<file path="src/rtl/rptr_level_ctrl.sv">
// Read-side pointer and flag controller for an asynchronous FIFO.
// It decodes the synchronized Gray write pointer and keeps the binary and Gray read pointers.
// It also tracks the readable fill level, the empty and almost-empty flags, and a sticky underflow flag.
// A flush moves the read pointer onto the synchronized write pointer, which drains the FIFO.
module rptr_level_ctrl #(
    parameter int ADDRSIZE = 4
) (
    input  logic                rclk,
    input  logic                rrst_n,
    input  logic                rinc,
    input  logic                rflush,
    input  logic                runderflow_clr,
    input  logic [ADDRSIZE:0]   arempty_thresh,
    input  logic [ADDRSIZE:0]   rq2_wptr,
    output logic [ADDRSIZE-1:0] raddr,
    output logic [ADDRSIZE:0]   rptr,
    output logic                rempty,
    output logic                arempty,
    output logic [ADDRSIZE:0]   rlevel,
    output logic                runderflow
);

    logic [ADDRSIZE:0] rbin;
    logic [ADDRSIZE:0] wbin;
    logic [ADDRSIZE:0] rbinnext;
    logic [ADDRSIZE:0] rgraynext;
    logic [ADDRSIZE:0] levelnext;
    logic              rd_ok;
    logic              underflow_set;

    // Decode the synchronized Gray write pointer.
    // Each binary bit is the XOR of all Gray bits at or above its position.
    always_comb begin
        wbin = '0;
        for (int i = 0; i <= ADDRSIZE; i++) begin
            wbin[i] = ^(rq2_wptr >> i);
        end
    end

    // Compute the next read pointer, Gray code, and level.
    // A flush takes priority over a read request and ignores it.
    // A read request is honoured only while the FIFO is not empty.
    always_comb begin
        rd_ok         = rinc & ~rempty;
        underflow_set = rinc & rempty & ~rflush;
        if (rflush) begin
            rbinnext = wbin;
        end else begin
            rbinnext = rbin + {{ADDRSIZE{1'b0}}, rd_ok};
        end
        rgraynext = (rbinnext >> 1) ^ rbinnext;
        levelnext = wbin - rbinnext;
    end

    // Register the pointers and the flags derived from the next-state values.
    // The sticky underflow flag is cleared on request, but a new underflow in the same cycle wins.
    always_ff @(posedge rclk or negedge rrst_n) begin
        if (!rrst_n) begin
            rbin       <= '0;
            rptr       <= '0;
            rempty     <= 1'b1;
            arempty    <= 1'b1;
            rlevel     <= '0;
            runderflow <= 1'b0;
        end else begin
            rbin    <= rbinnext;
            rptr    <= rgraynext;
            rempty  <= (rgraynext == rq2_wptr);
            arempty <= (levelnext <= arempty_thresh);
            rlevel  <= levelnext;
            if (underflow_set) begin
                runderflow <= 1'b1;
            end else if (runderflow_clr) begin
                runderflow <= 1'b0;
            end
        end
    end

    assign raddr = rbin[ADDRSIZE-1:0];

endmodule
</file>
<file path="config.mk">
export PLATFORM = sky130hd
export DESIGN_NAME = rptr_level_ctrl
export DESIGN_NICKNAME = d
export VERILOG_FILES = /design/src/rtl/rptr_level_ctrl.sv
export SDC_FILE = /design/constraint.sdc
export NUM_CORES = 1
export LEC_CHECK = 0
export CAP_MARGIN = 20
export CORE_UTILIZATION = 25
export CTS_BUF_LIST = sky130_fd_sc_hd__clkbuf_2
export DETAILED_ROUTE_END_ITERATION = 12
export PLACE_DENSITY = 0.52
export SLEW_MARGIN = 25
export SYNTH_ARGS = -nofsm -noshare
export SYNTH_HDL_FRONTEND = slang
export SYNTH_SLANG_ARGS = --single-unit
</file>
<file path="constraint.sdc">
create_clock -name rclk -period 2.7 [get_ports rclk]
set_input_delay 0.54 -clock rclk [delete_from_list [all_inputs] [get_ports rclk]]
set_output_delay 0.54 -clock rclk [all_outputs]
set_load 0.03 [all_outputs]
</file>
== After elaboration in Yosys (flattened, before gate mapping) ==
Index checks and enable logic that the tools add are counted.
Storage, ports and cells
  bits in registers: 18
  output and inout bits: 17
Operators by class
  add/subtract/negate cells: 2
  order comparisons: 1
  equality and inequality tests: 1
  muxes and demuxes: 3
  bitwise logic cells: 6
  reduce and logical (&&, ||, !) cells: 6
Operators by type and width (number)
  XOR reduction 5 bit: 5
  adder 5 x 1 -> 5 bit: 1
  equality test 5 bit: 1
  less-or-equal comparator 5 bit: 1
  two-way mux 5 bit: 1
  subtractor 5 bit: 1
  XOR 4 x 5 -> 5 bit: 1
  bitwise AND 1 bit: 3
  two-way mux 1 bit: 2
  inverter 1 bit: 2
  nonzero test 2 bit: 1

== Depth between registers and ports, before layout ==
  depth after elaboration: 6
  depth in mapped cells: 15
  mapped depth without buffers: 15

== Worst setup path before layout ==
OpenSTA, ideal clock, no wires.
  path kind: input-to-reg
  from: input port rq2_wptr[4]
  to: register arempty
  library setup time: 0.077 ns
  data arrival time: 3.174 ns
  required time: 2.623 ns
  slack: -0.552 ns
  stages: 14
  buffers on the path: 0
  cell sequence: xor2_2 -> xnor2_2 -> xor2_1 -> xor2_1 -> mux2i_1 -> ha_1 -> inv_1 -> fa_1 -> ha_1 -> nor2b_1 -> o21a_1 -> o21a_1 -> o21a_1 -> o22ai_1
On the way
  longest elaborated chain between the ends: 4
  elaborated cells between the ends (all ways): 8
  classes of those cells: add/sub (1); order compare (1); mux (1); reduce/logical (5)
RTL lines
  from (decl): line 14  | input logic [ADDRSIZE:0] rq2_wptr,
  XOR reduction 5 bit: line 36  | wbin[i] = ^(rq2_wptr >> i);
  two-way mux 5 bit: line 46  | if (rflush) begin
  via rbinnext[0]: line 25  | logic [ADDRSIZE:0] rbinnext;
  subtractor 5 bit: line 52  | levelnext = wbin - rbinnext;
  via levelnext[1]: line 27  | logic [ADDRSIZE:0] levelnext;
  less-or-equal comparator 5 bit: line 69  | arempty <= (levelnext <= arempty_thresh);
  to (signal assigned): line 69
  to (decl): line 18  | output logic arempty,
The timed path passes the listed nets, and every way through them passes these cells.
A chain may end at the register's enable or synchronous reset.

== Worst setup path in the final report ==
  from: input port rq2_wptr[3]
  to: register arempty
Same word-level chain as after synthesis.

==> impl_results.md <==
* Outcome: finished, violations left
* Failing checks: setup timing
* Kind of critical path: in -> reg
* Max FO, Critical Path at 2
* Worst VDD drop at around 250 uV
* Post-synthesis cell count at 124
* Worst setup EP type: flip-flop
* Hold Fails Final Rpt at 0
* Most common cell after layout, fill and taps aside: buf_4
* Worst path arrival time at ~3.3 ns
* IO Pins at 32
* CTS hold repair buffers at 0
* Async set or reset register ratio after synthesis at 100.0%
* Max transition margin at between 40% and 50%
* Synth cell types at 36
* Die ar. at 0.005112 mm2
* Fin crit period at 2.995 ns
* Largest net degree at the start of global routing at 18
* Worst hold margin at between 0.5 and 0.6 ns
* Pleak at 0.8959 nW
* 1st-iter DRT viols at 25
* Ant. Diodes at 0
* Max Slew Vio Count at 0
* Crit-path cells: buf_8 > xor2_4 > xnor2_2 > xor2_2 > xor2_1 > mux2i_1 > ha_2 > inv_2 > fa_2 > ha_4 > nor2b_1 > o21a_1 > o21a_1 > o21a_1 > o22ai_1
* Synthesis-to-finish area growth at 64.66%
* CP max stage delay at between 0.5 and 0.6 ns
* Final Setup Violations at 1
* Buffers added on ports at 31
* Clk slew on worst S/H paths at about 0.20 ns
* CP required at 2.96 ns
* CP max stage cell: fa_2
* Cts bufs inserted at 3
* Initial antenna violation count at 0
* Hold WC Path Type: reg -> reg
* Tightest Pin Transition at approximately 0.81 ns
* Mean post-synth cell area at roughly 9.7 um2
* Total grt overflow at 0
* Post-synthesis sequential area ratio at between 30 and 40%
* Die W at around 71 um
* DRC Markers at 0
* Vias in the first global route at between 1,000 and 1,500
* First-pass GRT wire length at 4961 um
* Ratio of cells with drive above 1 in the final layout at 34.55%
* Die H at a little over 70 um
* GPL Wtd Cong at roughly 0.77
* Row cnt at 24
* Cell Area, Synth at 0.001207 mm2
* WHS Path Cells at 2
* Fmax at 0.3339 GHz
* Vias at 1,089
* Bufs and invs on worst path at 2
* Routed WL per cell at approximately 12 um
* CTS max path bufs at 2
* Setup ws final at -0.2952 ns
* Post-route ant nets at 0
* H-tree Lvls at 1
* Synth Warn # at 0
* Total wire length at ~3000 um
* Total global-route track usage at between 10% and 20%
* Seq cells post-synth at 17
* Cell family with most CP delay: adder cells
* Max-cap violations at 0
* Crit share post-route at 110.9%
* Unrepaired setup endpoints after global routing: yes
* Startpoint Class: input port
* EDFF count, synth at 0
* Clock latency on the worst-skew pair at a little over 0.3 ns
* CTS tree: yes
* R2R cell count at 13
* Most frequent cells in the layout: buf_4, clkdlybuf4s50_1, dfrtp_1
* Final Net Count at 218
* Top cell by count, worst path: o21a_1
* Net Count, Synth at 150
* Dpl hpwl at 2325 um
* Dominant synthesized flop cell: dfrtp_1
* Number of cells on the critical path at 15
* Vias per cell at about 4.5
* Pre-CTS setup slack at -1.263 ns
* Starting Density at ~27%
* PD cells at roughly 860 mW/mm2
* CTS sink cnt at 17
* Core region area at about 0.0045 mm2
* Drt pass-1 iters at 4
* Setup Skew at 0.01658 ns
* CTS root buf: clkbuf_2
==> logic make-up after synthesis <==
family | Yosys count | share of synthesized area (%)
and+or+nand+nor | 32 | 13.26
AOI/OAI and AO/OA | 24 | 14.51
xor gates and xnor gates | 20 | 16.37
buffers and inverters | 18 | 6.632
DFF | 17 | 35.44
adders and majority gates | 11 | 12.02
muxes | 2 | 1.762
==> flip-flops by register name (all words and copies together) (netlist names) <==
| register | count |
|---|---|
| rlevel | 5 |
| rempty | 1 |
| rbin | 5 |
| rptr | 4 |
| arempty | 1 |
| runderflow | 1 |
==> synthesized netlist by cell type, types with 2 or more instances <==
| cell type | n | area, um2 |
|---|---|---|
| dfstp_2 | 2 | 52.55 |
| nand4b_1 | 2 | 17.52 |
| dfrtp_1 | 15 | 375.4 |
| xor2_2 | 2 | 32.53 |
| ha_1 | 10 | 125.1 |
| o22ai_1 | 3 | 18.77 |
| xnor2_1 | 9 | 78.83 |
| nor2_1 | 5 | 18.77 |
| o311ai_0 | 2 | 17.52 |
| o21a_1 | 4 | 30.03 |
| nand2_1 | 11 | 41.29 |
| nand2b_1 | 2 | 12.51 |
| xor2_1 | 8 | 70.07 |
| inv_1 | 14 | 52.55 |
| nand3_1 | 3 | 15.01 |
| and2_1 | 2 | 12.51 |
| o21ai_0 | 5 | 25.02 |
| nor2b_1 | 5 | 31.28 |
| a21oi_1 | 3 | 15.01 |
==> worst reg2reg max path: stages, from the launching register on <==
cell     delay (ns)
dfstp_2        0.60
nor2b_4        0.05
ha_4           0.17
ha_4           0.26
nor2_1         0.04
a21oi_2        0.13
inv_1          0.11
fa_2           0.58
ha_4           0.20
nor2b_1        0.12
o21a_1         0.16
o21a_1         0.16
o21a_1         0.16
o22ai_1        0.13
==> layout make-up <==
type | instances | area (um2)
clock inverters | 1 | 7.507
repair buffers | 67 | 588.1
flip-flops and latches | 17 | 427.9
multi-input cells | 89 | 832.0
well taps | 52 | 65.06
inverters | 14 | 52.55
fillers | 439 | 2516
clock buffers | 3 | 15.01
==> where the power goes <==
part           internal [W]  total (W)  switching, W  leakage (nW)
clock             0.0000345   0.000126     0.0000917        0.0126
combinational      0.000621    0.00120      0.000579         0.685
sequential         0.000346   0.000385     0.0000391         0.198
total               0.00100    0.00171      0.000710         0.896
==> metrics by stage <==
stage                     total power (W)  std cells  utilization (%)  setup TNS (ns)  instance area, um2
after floorplan                 0.0009994        124                -         -0.5520                1207
after global placement           0.001395        231            39.19          -2.884                1765
after detailed placement         0.001414        231            39.19          -3.331                1765
after CTS                        0.001668        241            42.72         -0.3425                1924
after global routing             0.001843        243            44.14         -0.4613                1988
final                            0.001712        243            44.14         -0.2952                1988
==> worst paths after layout <==
check / startpoint / end / slack [ns]
worst max-delay path: rq2_wptr[3] / arempty$_DFF_PN1_ / -0.30
worst min-delay path: runderflow$_DFFE_PN0P_ / runderflow$_DFFE_PN0P_ / 0.54
worst max register to register: rempty$_DFF_PN1_ / arempty$_DFF_PN1_ / -0.20
worst min register to register: runderflow$_DFFE_PN0P_ / runderflow$_DFFE_PN0P_ / 0.54
max in group asynchronous: rrst_n / rbin[2]$_DFF_PN0_ / 1.52
min in group asynchronous: rrst_n / rptr[0]$_DFF_PN0_ / 0.66
==> per-layer routing <==
layer	GRT usage, %	part of all wire [%]
met1	13.26	42
met2	25.08	55
met3	0.9845	2.1
met4	4.575	0.90
met5	0	0
==> what timing repair did <==
action / CTS / global route
cloned: 0 / 0
setup buffers: 6 / 2
setup endpoints to repair: 3 / 2
gates resized for setup: 29 / 8
pin swaps: 15 / 10
Note: power is estimated with default switching activity, not from simulation.
==> edit 1: new RTL, config.mk and constraints unchanged <==
Put one more register stage on the output `rlevel`, with the module's reset. The value now appears one clock later. The other outputs are not delayed to match.
--- a/src/rtl/rptr_level_ctrl.sv
+++ b/src/rtl/rptr_level_ctrl.sv
@@ -19,6 +19,8 @@
     output logic [ADDRSIZE:0]   rlevel,
     output logic                runderflow
 );
+
+    logic [ADDRSIZE:0] rlevel_s0;
 
     logic [ADDRSIZE:0] rbin;
     logic [ADDRSIZE:0] wbin;
@@ -60,14 +62,14 @@
             rptr       <= '0;
             rempty     <= 1'b1;
             arempty    <= 1'b1;
-            rlevel     <= '0;
+            rlevel_s0  <= '0;
             runderflow <= 1'b0;
         end else begin
             rbin    <= rbinnext;
             rptr    <= rgraynext;
             rempty  <= (rgraynext == rq2_wptr);
             arempty <= (levelnext <= arempty_thresh);
-            rlevel  <= levelnext;
+            rlevel_s0 <= levelnext;
             if (underflow_set) begin
                 runderflow <= 1'b1;
             end else if (runderflow_clr) begin
@@ -78,4 +80,12 @@
 
     assign raddr = rbin[ADDRSIZE-1:0];
 
+    always_ff @(posedge rclk or negedge rrst_n) begin
+        if (!rrst_n) begin
+            rlevel <= '0;
+        end else begin
+            rlevel <= rlevel_s0;
+        end
+    end
+
 endmodule
Behaviour: not the same (a bounded check fails within 4 cycles, from zero or initial values and one cycle with rrst_n low).
==> edit 1 against the original RTL <==
- the flow still finishes with violations (setup timing)
- sequential cell count grew 5
- design area increased by 6.9%
- synthesized cell count grew 4.0%
- setup slack lost 28 ps
- count of clock-buffer cells in the layout unchanged
- sequential share of layout area up 4.5 points
- first-iteration DRC count is 60% higher
- global-route usage fell by 0.51 points
- synthesized area increased by 10%
- critical path depth unchanged
- largest power group unchanged
- routed wire length up 5.3%
- total power rose by 10%
- cell count increased by 9.9%
==> edit 1: results (changes against the original RTL) <==
Hold Crit Depth: 0 (was 2)
Total GRT Usage: 11.9% (was 12.4%)
Sw frac: 38.1% (was 41.5%)
Syn_nets: 155 (was 150)
Met3 GRT Util: 2.14% (was 0.985%)
CTS clock-pin slew for the worst setup and hold paths: 220 ps (was 200 ps)
VDD IR max: 0.311 mV (was 0.249 mV)
Global-route wire length before repair: 5060 um (was 4960 um)
Violated checks: setup timing (unchanged)
Final WL: 3150 um (was 2990 um)
Status: finished, violations left (unchanged)
Met1 Use GR: 14.8% (was 13.3%)
Seq/Total Area, Yosys: 41.5% (was 35.4%)
Initial DRC Count: 40 (was 25)
Met3 WL: 110 um (was 62 um)
Clock skew: 3.29 ps (was 16.6 ps)
Fin worst setup slack: -323 ps (was -295 ps)
Largest regs: rbin: 5 flops, rlevel: 5 flops, rlevel_s0: 5 flops (was rbin: 5 flops, rlevel: 5 flops, rptr: 4 flops)
Worst-case reg-to-reg path depth: 15 (was 13)
Worst Path Arrival: 3300 ps (was 3250 ps)
WL met1: 1340 um (was 1250 um)
Placed instance area: 0.00193 mm2 (was 0.00177 mm2)
Worst-margin pin slew: 497 ps (was 815 ps)
Routability cong.: 0.834 (was 0.768)
CP max stage cell: dfstp_2 (was fa_2)
Drt via density: 4.27 (was 4.48)
Reg area: 553 um2 (was 428 um2)
Share of post-route cells with drive strength above 1: 33.0% (was 34.6%)
Vias in the first global route: 1125 (was 1171)
Largest net degree at the start of global routing: 23 (was 18)
Final setup violating endpoints: 1 (unchanged)
Clk Latency, worst-skew pair: 330 ps (was 310 ps)
==> edit 1: metrics by stage <==
step / setup WS (ps) / TNS [ps] / cells
final: -323 / -323 / 267
after global routing: -446 / -446 / 267
after CTS: -374 / -374 / 266
after detailed placement: -1230 / -3440 / 256
after global placement: -1130 / -2930 / 256
after floorplan: -552 / -552 / 129
==> edit 1: path summary, 6_finish.rpt <==
check | start | end | slack [ps]
min in group asynchronous | rrst_n | rptr[2] | 520
max in group asynchronous | rrst_n | arempty | 1900
worst min-delay path | rlevel_s0[2] | rlevel[2] | 380
worst max register to register | rempty | arempty | -320
worst min register to register | rlevel_s0[2] | rlevel[2] | 380
worst max-delay path | rempty | arempty | -320
==> edit 1: power by group through the flow <==
stage	logic, mW	registers (mW)	clock network [mW]
global placement	0.993	0.515	0
finish	1.13	0.516	0.231
detailed placement	1.01	0.521	0
CTS	1.09	0.518	0.238
global route	1.23	0.531	0.252
floorplan	0.435	0.684	0
==> edit 1: logic make-up (layout without fill, tap and decap cells) <==
family | Yosys count | after routing | synth area share (%)
adders and majority gates | 11 | 11 | 10.9
muxes | 2 | 2 | 1.60
xor gates and xnor gates | 20 | 20 | 14.8
AOI/OAI and AO/OA | 24 | 24 | 13.1
DFF | 22 | 22 | 41.5
and+or+nand+nor | 32 | 32 | 12.0
buffers and inverters | 18 | 86 | 6.01
==> edit 1: layout make-up <==
cell class	instances	area share, %
clock buffers	3	0.707
clock inverters	1	1.41
inverters	14	2.47
multi-input cells	89	37.3
flip-flops and latches	22	26.0
well taps	70	4.12
repair buffers	68	27.9
==> edit 1: timing repair <==
| action | CTS | global route |
|---|---|---|
| pin swaps | 15 | 11 |
| setup endpoints to repair | 4 | 2 |
| setup buffers | 6 | 1 |
| hold endpoints to repair | 0 | 0 |
| resized for setup | 26 | 8 |
==> edit 2: new RTL, same flow settings <==
Without the edit above. The parameter `ADDRSIZE` goes from 4 to 8.
--- a/src/rtl/rptr_level_ctrl.sv
+++ b/src/rtl/rptr_level_ctrl.sv
@@ -3,7 +3,7 @@
 // It also tracks the readable fill level, the empty and almost-empty flags, and a sticky underflow flag.
 // A flush moves the read pointer onto the synchronized write pointer, which drains the FIFO.
 module rptr_level_ctrl #(
-    parameter int ADDRSIZE = 4
+    parameter int ADDRSIZE = 8
 ) (
     input  logic                rclk,
     input  logic                rrst_n,
Interface: changed (5 resized); port bits go from 32 to 52. The function was not compared with the original's and may differ.
==> edit 2 against the original RTL <==
- global-route usage grew 1.6 points
- non-clock buffer count grew 65
- sequential power grew 81%
- synthesized area grew 87%
- setup slack lost 1400 ps
- via count grew 99%
- sequential cell count grew 12
- routed wire length grew 110%
- largest power group unchanged
- critical path depth grew 6
- total power grew 150%
- the run still ends with setup timing left
- fmax shrank 31%
- design area grew 87%
- largest cell class unchanged
==> edit 2: results (changes against the original RTL) <==
Total GRT Usage: 14.0% (was 12.4%)
Worst-case reg-to-reg path depth: 19 (was 13)
Largest regs: rbin: 9 flops, rlevel: 9 flops, rptr: 8 flops (was rbin: 5 flops, rlevel: 5 flops, rptr: 4 flops)
Worst min path class: reg2reg (unchanged)
Post-synth cell types: 47 (was 36)
Root buffer cell: clkbuf_2 (unchanged)
Initial antenna violation count: 0 (unchanged)
Hold Crit Depth: 1 (was 2)
Slew Limit Headroom: 61.3% (was 45.5%)
Crit-path max cell delay: 520 ps (was 550 ps)
RR Startpoint: rempty (unchanged)
Seq/Total Area, Yosys: 32.2% (was 35.4%)
Global-route wire length before repair: 10500 um (was 4960 um)
R2r setup slk: -1090 ps (was -200 ps)
Drt wl/cell: 13.3 um (was 12.3 um)
Async S/R FF share, synth: 100% (unchanged)
Total vias in the final route: 2170 (was 1089)
Antenna Diode Count: 0 (unchanged)
Total CTS buffers: 5 (was 3)
Vias in the first global route: 2130 (was 1171)
Antenna Violating Nets Remaining: 0 (unchanged)
Hold EP: runderflow (unchanged)
Delay-heaviest family, CP: compound AO/OA/AOI/OAI gates (was adder cells)
Clock skew: 13.0 ps (was 16.6 ps)
Postcts setup bufs: 8 (was 6)
Share of post-route cells with drive strength above 1: 34.8% (was 34.6%)
Clk Latency, worst-skew pair: 360 ps (was 310 ps)
Commonest cells in the netlist: dfrtp_1, inv_1, xor2_1 (was dfrtp_1, inv_1, nand2_1)
Crit-path max FO: 4 (was 2)
Clock Path Buffers: 2 (unchanged)
Filler cell count: 853 (was 439)
CP max stage cell: xnor3_4 (was fa_2)
Fin worst setup slack: -1650 ps (was -295 ps)
Lkg Pwr: 1.69 nW (was 0.896 nW)
Syn_nets: 285 (was 150)
H-tree levels: 2 (was 1)
Post-Place Cells: 465 (was 231)
Hpwl dp: 4950 um (was 2330 um)
Synth area leaders: dfrtp_1, xor2_1, ha_1 (was dfrtp_1, ha_1, xnor2_1)
Routability cong.: 0.839 (was 0.768)
Violated checks: setup timing (unchanged)
Status: finished, violations left (unchanged)
Final setup violating endpoints: 7 (was 1)
Final Net Count: 414 (was 218)
Fin Hold WS: 522 ps (was 544 ps)
Largest net degree at the start of global routing: 30 (was 18)
Initial DRC Count: 127 (was 25)
First-pass detailed-route iteration total: 4 (unchanged)
Final WL: 6410 um (was 2990 um)
CTS resizes: 28 (was 29)
Setup TNS: -6150 ps (was -295 ps)
Pre-CTS setup slack: -2440 ps (was -1260 ps)
Worst Path Arrival: 4640 ps (was 3250 ps)
CTS clock-pin slew for the worst setup and hold paths: 160 ps (was 200 ps)
# port buffers: 51 (was 31)
Top FF cell, synth: dfrtp_1 (unchanged)
VDD IR max: 0.364 mV (was 0.249 mV)
Syn Area/Cell: 9.18 um2 (was 9.74 um2)
edit 2: routing by layer:
layer | part of all wire, % | global-route usage (%)
met4 | 1.6 | 4.82
met1 | 45 | 18.4
met2 | 49 | 22.7
met3 | 4.1 | 2.82
met5 | 0 | 0
edit 2: cell type report:
type	count	area, um2	share of cell area (%)
clock buffers	5	25.0	0.673
clock inverters	3	12.5	0.337
inverters	23	86.3	2.32
multi-input cells	184	1590	42.7
flip-flops and latches	29	728	19.6
well taps	108	135	3.64
repair buffers	132	1140	30.7
edit 2: where the power goes:
| group | switching (mW) | internal [mW] | total (mW) |
|---|---|---|---|
| registers | 0.0837 | 0.612 | 0.695 |
| clock network | 0.160 | 0.0567 | 0.216 |
| logic | 1.62 | 1.69 | 3.31 |
| total | 1.87 | 2.36 | 4.22 |
edit 2: cells by family after synthesis:
group | count (synthesis) | synth area share (%)
adders and majority gates | 17 | 9.70
and+or+nand+nor | 56 | 11.4
DFF | 29 | 32.2
xor gates and xnor gates | 48 | 22.1
AOI/OAI and AO/OA | 60 | 17.6
buffers and inverters | 33 | 5.65
muxes | 3 | 1.39
edit 2: stage by stage:
step	util [%]	power [mW]	area [um2]
final	42.6	4.22	3720
after global routing	42.6	4.56	3720
after CTS	40.8	3.96	3550
after detailed placement	39.2	3.58	3410
after global placement	39.2	3.57	3410
after floorplan	-	2.36	2300
edit 2: worst max path at each step:
| stage | from | endpoint | slack (ps) |
|---|---|---|---|
| after floorplan | rq2_wptr[7] | arempty | -2070 |
| after global placement | rq2_wptr[7] | arempty | -2330 |
| after detailed placement | rq2_wptr[7] | arempty | -2440 |
| after CTS | rq2_wptr[6] | arempty | -1650 |
| after global routing | rq2_wptr[6] | arempty | -1800 |
| final | rq2_wptr[6] | arempty | -1650 |
